File: src/rtl/gate_pkg.sv
// Shared definitions for the gate vector sequencer: FSM states, gate bit
// positions in the result bus, and the mismatch popcount.
package gate_pkg;

  typedef enum logic [2:0] {
    S_IDLE,
    S_APPLY,
    S_SETTLE,
    S_CAPTURE,
    S_DONE
  } state_t;

  localparam int GATE_BUF  = 0;
  localparam int GATE_NOT  = 1;
  localparam int GATE_AND  = 2;
  localparam int GATE_OR   = 3;
  localparam int GATE_NOR  = 4;
  localparam int GATE_NAND = 5;
  localparam int GATE_XOR  = 6;
  localparam int GATE_XNOR = 7;

  function automatic logic [3:0] popcount8(input logic [7:0] v);
    logic [3:0] cnt;
    cnt = '0;
    for (int i = 0; i < 8; i++) begin
      cnt = cnt + {3'b000, v[i]};
    end
    return cnt;
  endfunction

endpackage

File: src/rtl/gate_expect.sv
// Golden two-input gate bank: the result every healthy bank should return
// for inputs i1, i2.
module gate_expect
  import gate_pkg::*;
(
  input  logic       i1,
  input  logic       i2,
  output logic [7:0] exp
);

  always_comb begin
    exp            = '0;
    exp[GATE_BUF]  = i1;
    exp[GATE_NOT]  = ~i1;
    exp[GATE_AND]  = i1 & i2;
    exp[GATE_OR]   = i1 | i2;
    exp[GATE_NOR]  = ~(i1 | i2);
    exp[GATE_NAND] = ~(i1 & i2);
    exp[GATE_XOR]  = i1 ^ i2;
    exp[GATE_XNOR] = ~(i1 ^ i2);
  end

endmodule

File: src/rtl/gate_vector_sequencer.sv
// Walks a latched list of 2-bit vectors through an external gate bank,
// lets each settle, and scores the bank against the golden gate model.
module gate_vector_sequencer
  import gate_pkg::*;
#(
  parameter int NVEC       = 4,
  parameter int SETTLE_CYC = 5
) (
  input  logic              clk,
  input  logic              rst,
  input  logic              start,
  input  logic [2*NVEC-1:0] vectors,
  output logic [1:0]        gate_in,
  input  logic [7:0]        gate_out,
  output logic              busy,
  output logic              done,
  output logic              pass,
  output logic [5:0]        err_count,
  output logic [7:0]        fail_mask,
  output logic [3:0]        vec_idx
);

  localparam logic [3:0] LAST_IDX    = 4'(NVEC - 1);
  localparam logic [7:0] SETTLE_LAST = 8'(SETTLE_CYC - 1);

  state_t            state, state_nxt;
  logic [2*NVEC-1:0] vec_lat;
  logic [7:0]        settle_cnt;
  logic [1:0]        cur_vec;
  logic [7:0]        expected;
  logic [7:0]        mismatch;
  logic [6:0]        err_sum;
  logic [5:0]        err_sat;

  gate_expect u_expect (
    .i1  (gate_in[1]),
    .i2  (gate_in[0]),
    .exp (expected)
  );

  always_comb begin
    cur_vec = '0;
    for (int i = 0; i < NVEC; i++) begin
      if (vec_idx == 4'(i)) cur_vec = vec_lat[2*i +: 2];
    end
  end

  // Scoring: gate_in has been stable for the whole settle window by CAPTURE
  assign mismatch = gate_out ^ expected;
  assign err_sum  = {1'b0, err_count} + {3'b000, popcount8(mismatch)};
  assign err_sat  = (err_sum > 7'd63) ? 6'd63 : err_sum[5:0];

  always_ff @(posedge clk or posedge rst) begin
    if (rst) state <= S_IDLE;
    else     state <= state_nxt;
  end

  always_comb begin
    state_nxt = state;
    case (state)
      S_IDLE:    if (start) state_nxt = S_APPLY;
      S_APPLY:   state_nxt = S_SETTLE;
      S_SETTLE:  if (settle_cnt == SETTLE_LAST) state_nxt = S_CAPTURE;
      S_CAPTURE: state_nxt = (vec_idx == 4'd0) ? S_DONE : S_APPLY;
      S_DONE:    state_nxt = S_IDLE;
      default:   state_nxt = S_IDLE;
    endcase
  end

  always_comb begin
    busy = (state != S_IDLE);
    done = (state == S_DONE);
  end

  // The vector copy is pure data and only meaningful once a run is accepted
  always_ff @(posedge clk) begin
    if (state == S_IDLE && start) vec_lat <= vectors;
  end

  always_ff @(posedge clk or posedge rst) begin
    if (rst) begin
      gate_in    <= 2'b00;
      pass       <= 1'b0;
      err_count  <= '0;
      fail_mask  <= '0;
      vec_idx    <= '0;
      settle_cnt <= '0;
    end else begin
      case (state)
        S_IDLE: begin
          if (start) begin
            vec_idx    <= LAST_IDX;
            err_count  <= '0;
            fail_mask  <= '0;
            pass       <= 1'b0;
            settle_cnt <= '0;
          end
        end
        S_APPLY: begin
          gate_in    <= cur_vec;
          settle_cnt <= '0;
        end
        S_SETTLE: begin
          settle_cnt <= settle_cnt + 8'd1;
        end
        S_CAPTURE: begin
          err_count <= err_sat;
          fail_mask <= fail_mask | mismatch;
          if (vec_idx != 4'd0) vec_idx <= vec_idx - 4'd1;
        end
        S_DONE: begin
          pass <= (err_count == 6'd0);
        end
        default: ;
      endcase
    end
  end

endmodule

File: config.mk
export PLATFORM = sky130hd
export DESIGN_NAME = gate_vector_sequencer
export DESIGN_NICKNAME = d
export VERILOG_FILES = /design/src/rtl/gate_pkg.sv /design/src/rtl/gate_expect.sv /design/src/rtl/gate_vector_sequencer.sv
export SDC_FILE = /design/constraint.sdc
export NUM_CORES = 1
export LEC_CHECK = 0
export ABC_AREA = 0
export CAP_MARGIN = 15
export CORE_MARGIN = 2
export CORE_UTILIZATION = 50
export CTS_CLUSTER_DIAMETER = 150
export DETAILED_ROUTE_END_ITERATION = 10
export DONT_BUFFER_PORTS = 1
export PLACE_DENSITY_LB_ADDON = 0.15
export SYNTH_ARGS = -nofsm -noshare
export SYNTH_HDL_FRONTEND = slang
export SYNTH_HIERARCHICAL = 1
export SYNTH_SLANG_ARGS = --single-unit
File: constraint.sdc
create_clock -name clk -period 4.6 [get_ports clk]
set_clock_uncertainty 0.15 [all_clocks]
set_input_delay 0.92 -clock clk [delete_from_list [all_inputs] [get_ports clk]]
set_output_delay 0.92 -clock clk [all_outputs]
set_load 0.02 [all_outputs]
# == Word level (Yosys, flattened, before mapping) ==
# Cells that the tools add are included.
# op_classes
n_eq_ne,11
reduce_logical,14
order_cmp,1
muxes,19
n_addsub,10
bitwise,9
# op_table
cell,count
$pmux W8 S3,1
$add A4 B1 Y4,4
$pmux W8 S2,1
$mux W6,2
$pmux W3 S4,1
$pmux W6 S2,1
$mux W3,3
$add A8 B1 Y8 const B,1
$eq A4 B2 Y1 const B,2
$eq A8 B3 Y1 const B,1
$mux W2,4
$mux W4,2
$mux W8,1
$or A8 B8 Y8,1
$pmux W4 S2,1
$reduce_and A2 Y1,4
$xor A8 B8 Y8,1
$add A6 B4 Y7,1
$gt A7 B6 Y1 const B,1
$eq A3 B2 Y1 const B,2
$logic_not A6 Y1,1
$ne A2 B2 Y1 const B,3
$reduce_bool A3 Y1,2
$add A3 B1 Y4,1
other kinds (18),22
# totals
inputBits,19
wordCells,72
reg_bits,40

# == Depth between registers and ports, before layout ==
# Gate-level depths: netlist of the first run.
# logic_depth
ltp_word,14
ltp_mapped,13

# == Cells and area by module ==
# Netlist of the first run, hierarchy kept.
# by_module_without_submodules
module,instances,cells_per_inst,seq_area_each_um2,area_each_um2
gate_vector_sequencer,1,212,1041.0,2184.6
gate_expect,1,10,0.0,76.3

# == Worst setup path after synthesis of the first run ==
# OpenSTA, ideal clock, no wires.
# synth_path
path_kind,input -> register
start,input port gate_out[0]
end,register err_count[3]
setup_ns,0.088
required_time_ns,4.362
t_arrival_ns,4.233
path_slack_ns,0.129
n_path_buf,0
cell_stages,11
cell_sequence,xor2_1 fa_1 fa_1 inv_1 fa_1 fa_1 fa_1 nand2b_1 a21oi_1 nand3_1 o211ai_1
# synth_via
elab_chain_len,12
# synth_lines
item,line,text
from (decl),gate_vector_sequencer.sv:14,"input logic [7:0] gate_out,"
$xor A8 B8 Y8 *,gate_vector_sequencer.sv:49,assign mismatch = gate_out ^ expected;
$add A1 B1 Y2 *,gate_pkg.sv:26,"cnt = cnt + {3'b000, v[i]};"
$add A2 B1 Y3 *,gate_pkg.sv:26,
$add A3 B1 Y4 *,gate_pkg.sv:26,
$add A4 B1 Y4 * (4 in series),gate_pkg.sv:26,
$add A6 B4 Y7 *,gate_vector_sequencer.sv:50,"assign err_sum = {1'b0, err_count} + {3'b000, popcount8(mismatch)};"
$gt A7 B6 Y1,gate_vector_sequencer.sv:51,assign err_sat = (err_sum > 7'd63) ? 6'd63 : err_sum[5:0];
$mux W6 *,gate_vector_sequencer.sv:51,
$pmux W6 S2 *,gate_vector_sequencer.sv:89,case (state)
to (signal assigned),gate_vector_sequencer.sv:107,err_count <= err_sat;
to (decl),gate_vector_sequencer.sv:18,"output logic [5:0] err_count,"
# Mark *: on every way between the ends. The rest lies on a longest branch, timed or not.
# A chain may end at the register's enable or synchronous reset.

# == Final worst setup path of the first run ==
# layout_path
start,input port gate_out[0]
end,register err_count[5]
# Same word-level chain as after synthesis.

==> run metrics, run 1 <==
clock transition at the registers of the reported paths around 0.080 ns; share of cells above drive strength 1 approximately 6.3%; I/O pin count 42; Final WS setup 0.2509 ns; antenna violations before repair 0; commonest non-fill, non-tap cell in the layout dfrtp_1; sw frac ~47%; critical path's top delay family adder cells; Initial Util between 50% and 60%; fillers around 400; Worst Path Required ~4.6 ns; Avg WL per Cell around 17 um; Slew @ Worst Pin ~0.92 ns; crit start category input pin; Clock power frac between 10% and 20%; Post-Syn Instances about 220; Clock Path Buffers 2; syn_area_per_cell between 10 and 15 um2; Area growth, synth to finish 5.589%; die area between 5000 and 6000 um2; global route total overflow 0; core box area between 4000 and 5000 um2; RSZ-0062 raised after global routing no; register area around 1000 um2; Post-route DRC 0; Final Critical Period 4.349 ns; Crit Path Category in -> reg; CP max FO 5; most frequent cells in the layout dfrtp_1 (32), nor2_1 (19), nand2_1 (16), ha_1 (16), inv_1 (14); Max Clk Rate approximately 0.23 GHz; Post-Layout Cell Count roughly 280; syn nets roughly 260; peak supply drop between 0.3 and 0.4 mV; first-pass GRT wire length approximately 8100 um; area occupied by multi-input gates between 1000 and 1500 um2; internal power 1.110 mW; Detailed Routing Iterations Pass 1 4; critical path, cell by cell xor2_1 -> fa_1 -> fa_1 -> inv_1 -> fa_1 -> fa_1 -> fa_1 -> nand2b_1 -> a21oi_2 -> nor3_1 -> nor4_1; relative slew slack between 30% and 40%; slowest cell delay on critical path 0.54 ns; CTS Sinks 40; kind of end point of the critical path flop; CTS Buf Count 5; vias per inst 5.793; Critical Path AT about 4.4 ns; CTS Root Cell clkbuf_8; Final Power just over 2 mW; clk_lat worst skew roughly 0.29 ns; nets about 260; Post-synth EDFFs 8; All-Layer GR Usage between 20% and 30%; vias in the first global route 1620; ys flop type dfrtp_1; Port Buf Inserts 0; Sequential Power Share between 30% and 40%; Post-synth ARST share approximately 80%; htree depth 2; status finished, final reports clean; Hold WC Path Type reg -> reg; sequential area share after synthesis between 40% and 50%; cell mode on critical path fa_1; yosys warns 6; DIE HEIGHT about 70 um; Max Cap Violations 0; Netlist cell types between 40 and 50; Mapped Area ~2300 um2; post-route ant nets 0; Logic pwr share roughly 57%; chip width approximately 71 um; DP HPWL 3451 um; antenna cell count 0; Yosys reg bits 40; Setup WS pre-CTS -0.1122 ns; DR vias about 1.6k; Power Dens Cells between 800 and 900 nW/um2; NetSw 966.6 uW; Slew Limit Fails 0; Inst Count DP between 200 and 300; final WL roughly 4600 um; Pleak 1.047 nW; Buffers & Inverters on Critical Path 1; # rows 24; final weighted congestion in routability-driven placement about 0.83; Tcrit/Tclk final between 90 and 100%; setup bufs post-CTS 0; critical path's slowest cell fa_1; initial DRC count around 240; final-report setup violation count 0; pin count of the biggest net entering global routing 33; final hold violation count 0; CTS tree done
==> per-layer routing <==
metal | track usage [%] | wire [um] | vias up
met1 | 27.37 | 2027 | 758
met3 | 6.329 | 336 | 2
li1 | - | - | 780
met2 | 31.28 | 2216 | 59
met5 | 0 | 0 | -
met4 | 5.870 | 25 | 0
==> state kept, by name, indices dropped and copies added, names as in the netlist <==
name and flops:
gate_in 2, vec_idx 4, vec_lat 8, settle_cnt 8
err_count 6, pass 1, state 3, fail_mask 8
==> worst paths after layout <==
| check | startpoint | slack [ns] | cells past startpoint | to |
|---|---|---|---|---|
| hold reg to reg | settle_cnt[5]$_DFFE_PP0P_ | 0.38 | 1 | settle_cnt[5]$_DFFE_PP0P_ |
| min in group asynchronous | rst | 0.45 | 2 | settle_cnt[2]$_DFFE_PP0P_ |
| setup / recovery | gate_out[0] | 0.25 | 11 | err_count[5]$_DFFE_PP0P_ |
| setup reg to reg | gate_in[1]$_DFFE_PP0N_ | 0.25 | 12 | err_count[5]$_DFFE_PP0P_ |
| max in group asynchronous | rst | 3.56 | 2 | state[2]$_DFFE_PP0P_ |
| hold / removal | settle_cnt[5]$_DFFE_PP0P_ | 0.38 | 1 | settle_cnt[5]$_DFFE_PP0P_ |
==> metrics by stage <==
step	hold WS, ns	cell area (um2)	setup TNS [ns]	utilization (%)
after global placement	0.3608	2291	0	52.61
after CTS	0.3794	2384	0	54.74
final	0.3800	2387	0	54.83
after floorplan	0.3239	2261	0	-
after detailed placement	0.3658	2291	-0.4434	52.61
after global routing	0.3971	2387	0	54.83
==> worst register-to-register path, stage by stage (launching register included) <==
cell      delay (ns)
dfrtp_1         0.39
ha_1            0.23
xor2_1          0.24
fa_1            0.48
fa_1            0.54
inv_1           0.05
fa_1            0.52
fa_1            0.49
fa_1            0.40
nand2b_1        0.17
a21oi_2         0.23
nor3_1          0.08
nor4_1          0.30
==> kinds of logic (layout without fill, tap and decap cells) <==
logic type                 count (synthesis)  after routing  share of synthesized area, %
and+or+nand+nor                           74             74                         16.71
DFF                                       40             40                         46.04
xor gates and xnor gates                  12             12                         4.649
buffers and inverters                     25             27                         5.368
adders and majority gates                 21             21                         13.28
AOI/OAI and AO/OA                         50             50                         13.95
==> Yosys cell counts (all sizes together), types with 2 or more instances <==
| cell | number | area, um2 |
|---|---|---|
| dfrtp | 32 | 800.8 |
| nor2 | 19 | 71.32 |
| ha | 16 | 200.2 |
| nand2 | 16 | 60.06 |
| inv | 15 | 56.30 |
| a21oi | 13 | 65.06 |
| o21ai | 13 | 65.06 |
| buf | 8 | 57.55 |
| edfxtp | 8 | 240.2 |
| nand3 | 7 | 35.03 |
| nor3 | 7 | 35.03 |
| o21a | 7 | 52.55 |
| xnor2 | 7 | 61.31 |
| fa | 5 | 100.1 |
| xor2 | 5 | 43.79 |
| a31oi | 4 | 25.02 |
| nor4 | 4 | 25.02 |
| a211oi | 3 | 22.52 |
| nor2b | 3 | 18.77 |
| nor3b | 3 | 22.52 |
| a32o | 2 | 20.02 |
| and2 | 2 | 12.51 |
| and3 | 2 | 12.51 |
| clkbuf | 2 | 7.510 |
| o31ai | 2 | 15.01 |
| or3b | 2 | 17.52 |
==> power by group through the flow <==
stage | sequential [mW] | combinational, mW | clock [mW]
after floorplan | 0.634 | 0.901 | 0
after CTS | 0.661 | 1.17 | 0.246
final | 0.660 | 1.18 | 0.240
after global placement | 0.663 | 1.08 | 0
after global routing | 0.680 | 1.34 | 0.261
after detailed placement | 0.669 | 1.15 | 0
==> layout make-up <==
class                   instances  area share, %
clock buffers                   6          3.459
clock inverters                 2         0.4193
inverters                      15          2.358
multi-input cells             157          46.17
flip-flops and latches         40          43.61
well taps                      52          2.725
repair buffers                  4          1.258
==> what timing repair did <==
item,CTS,global route
gates resized for setup,0,1
hold buffers,0,0
endpoints found under the setup margin,0,5
Power figures use the tool's default switching activity.
==> inputs of run 2 (changes only) <==
Settings changed: BUFFER_PORTS_ARGS set to -buffer_cell sky130_fd_sc_hd__buf_2, DONT_BUFFER_PORTS 1 to not set.
Clock period 4.6 ns to 5.1 ns, I/O delays scaled along.
==> run 2 against run 1 <==
- cell count rose by 14%
- sequential cell count unchanged
- critical path depth up 1
- design area increased by 7.3%
- hold slack worse by 0.038 ns
- power down 14%
- worst setup slack improved by 0.27 ns
==> run metrics, run 2 (synthesized netlist as in run 1, its figures left out) <==
status finished, final reports clean (unchanged); Avg WL per Cell 13.59 um (was 16.68 um); I/O pin count 42 (unchanged); post-cts gate resize count 0 (unchanged); final hold violation count 0 (unchanged); clk_lat worst skew 0.29 ns (about the same); kind of end point of the critical path flop (unchanged); antenna violations before repair 0 (unchanged); initial DRC count 97 (was 241); clock transition at the registers of the reported paths 0.07 ns (was 0.08 ns); WHS Path Cells 1 (unchanged); Final WS setup 0.5226 ns (was 0.2509 ns); Setup TNS Final 0 ns (unchanged); vias per inst 5.268 (was 5.793); Final Critical Period around 4.6 ns; Slew Limit Fails 0 (unchanged); die area 5076 um2 (unchanged); Clock power frac 11.4% (was 11.5%); final-report setup violation count 0 (unchanged); Final Power 1.784 mW (was 2.076 mW); Area growth, synth to finish 13.28% (was 5.589%); nets 301 (was 263); Tcrit/Tclk final between 80% and 90%; relative slew slack 61.36% (was 38.25%); Hold WC Path Type reg -> reg (unchanged); met3 Usage GRT 5.063% (was 6.329%); final WL 4266 um (was 4605 um); Port Buf Inserts 41 (was 0); core box area 4354 um2 (unchanged); met1 usage 27.31% (was 27.37%); peak supply drop 0.3281 mV (was 0.3079 mV); met2 usage 29.12% (was 31.28%); Logic pwr share 59.2% (was 56.7%); CTS Buf Count 5 (unchanged); Clock Path Buffers 2 (unchanged); antenna cell count 0 (unchanged); Max Cap Violations 0 (unchanged); first-pass GRT wire length 7576 um (was 8052 um); most frequent cells in the layout buf_2 (41), dfrtp_1 (32), nor2_1 (19) (was dfrtp_1 (32), nor2_1 (19), nand2_1 (16), ha_1 (16), inv_1 (14)); Critical Path AT 4.63 ns (was 4.38 ns); Power Dens Cells 696.6 nW/um2 (was 869.7 nW/um2); RSZ-0062 raised after global routing no (unchanged); Detailed Routing Iterations Pass 1 4 (unchanged); global route total overflow 0 (unchanged); DR vias 1654 (was 1599); final weighted congestion in routability-driven placement 0.7943 (was 0.8311); Crit Path Category in -> reg (unchanged); Slew @ Worst Pin 0.5795 ns (was 0.9242 ns); CTS Sinks 40 (unchanged); internal power 973.6 uW (was 1.110 mW); Placed Area 2474 um2 (was 2291 um2); share of cells above drive strength 1 19.08% (was 6.250%); register area 1041 um2 (unchanged); DIE HEIGHT 71.25 um (unchanged); CP max FO 5 (unchanged); area occupied by multi-input gates 1099 um2 (was 1102 um2); Pleak 1.196 nW (was 1.047 nW); vias in the first global route 1626 (was 1620); chip width 71.25 um (unchanged); Top Usage Layer GRT met2 (unchanged); Sequential Power Share 29.4% (was 31.8%); Max Clk Rate around 0.22 GHz; htree depth 2 (unchanged); # rows 24 (unchanged); CTS Root Cell clkbuf_8 (unchanged); DP HPWL 3276 um (was 3451 um); post-route ant nets 0 (unchanged); Initial Util 51.93% (unchanged); All-Layer GR Usage 19.27% (was 20.13%); NetSw 810.5 uW (was 966.6 uW); Worst Path Required 5.16 ns (was 4.63 ns); Post-CTS Hold Fix Bufs 0 (unchanged); crit start category input pin (unchanged); r2r worst-path depth 12 (unchanged); fillers 387 (was 395); pin count of the biggest net entering global routing 33 (unchanged); Setup WS pre-CTS 0.2298 ns (was -0.1122 ns); post-route cell area 2561 um2 (was 2387 um2); Final Util 58.82% (was 54.83%); biggest regs fail_mask x8, settle_cnt x8, vec_lat x8 (unchanged); setup bufs post-CTS 0 (unchanged); Post-route DRC 0 (unchanged); commonest non-fill, non-tap cell in the layout buf_2 (was dfrtp_1); sw frac 45.43% (was 46.56%); CTS tree done (unchanged)
==> run 2: layout make-up <==
cell class	count	area share (%)
Clock buffer	5	2.687
Clock inverter	3	0.7328
Inverter	15	2.198
Multi-Input combinational cell	157	42.89
Sequential cell	40	40.64
Tap cell	52	2.540
Timing Repair Buffer	42	8.305
==> run 2: through the flow <==
step           hold WS [ns]  std cells
2_1_floorplan        0.3239        222
3_3_place_gp         0.3185        306
3_5_place_dp         0.3296        306
4_1_cts              0.3476        314
5_1_grt              0.3577        314
6_report             0.3415        314
==> run 2: power by group through the flow <==
stage               clock network (mW)  logic [mW]  registers, mW
CTS                              0.210        1.07          0.526
finish                           0.203        1.06          0.525
global route                     0.226        1.22          0.544
detailed placement                   0        1.06          0.533
floorplan                            0       0.813          0.571
global placement                     0        1.06          0.531
==> run 2: routing by layer <==
| layer | vias up | wire [um] |
|---|---|---|
| met5 | - | 0 |
| met4 | 0 | 61 |
| met3 | 7 | 179 |
| met2 | 29 | 1922 |
| met1 | 760 | 2103 |
| li1 | 858 | - |
==> run 2: critical path, stage by stage <==
cell	delay, ns
buf_2	0.10
xor2_1	0.21
fa_1	0.49
fa_1	0.54
inv_1	0.05
fa_1	0.50
fa_1	0.47
fa_1	0.41
nand2b_1	0.16
a21oi_1	0.31
nand3_1	0.18
o211ai_1	0.19
==> run 2: final timing paths <==
| check | from | to | slack, ns |
|---|---|---|---|
| setup / recovery | gate_out[0] | err_count[3]$_DFFE_PP0P_ | 0.52 |
| hold / removal | fail_mask[1]$_DFFE_PP0P_ | fail_mask[1]$_DFFE_PP0P_ | 0.34 |
| setup reg to reg | gate_in[1]$_DFFE_PP0N_ | err_count[3]$_DFFE_PP0P_ | 0.62 |
| hold reg to reg | fail_mask[1]$_DFFE_PP0P_ | fail_mask[1]$_DFFE_PP0P_ | 0.34 |
| max in group asynchronous | rst | err_count[1]$_DFFE_PP0P_ | 3.86 |
| min in group asynchronous | rst | fail_mask[6]$_DFFE_PP0P_ | 0.65 |
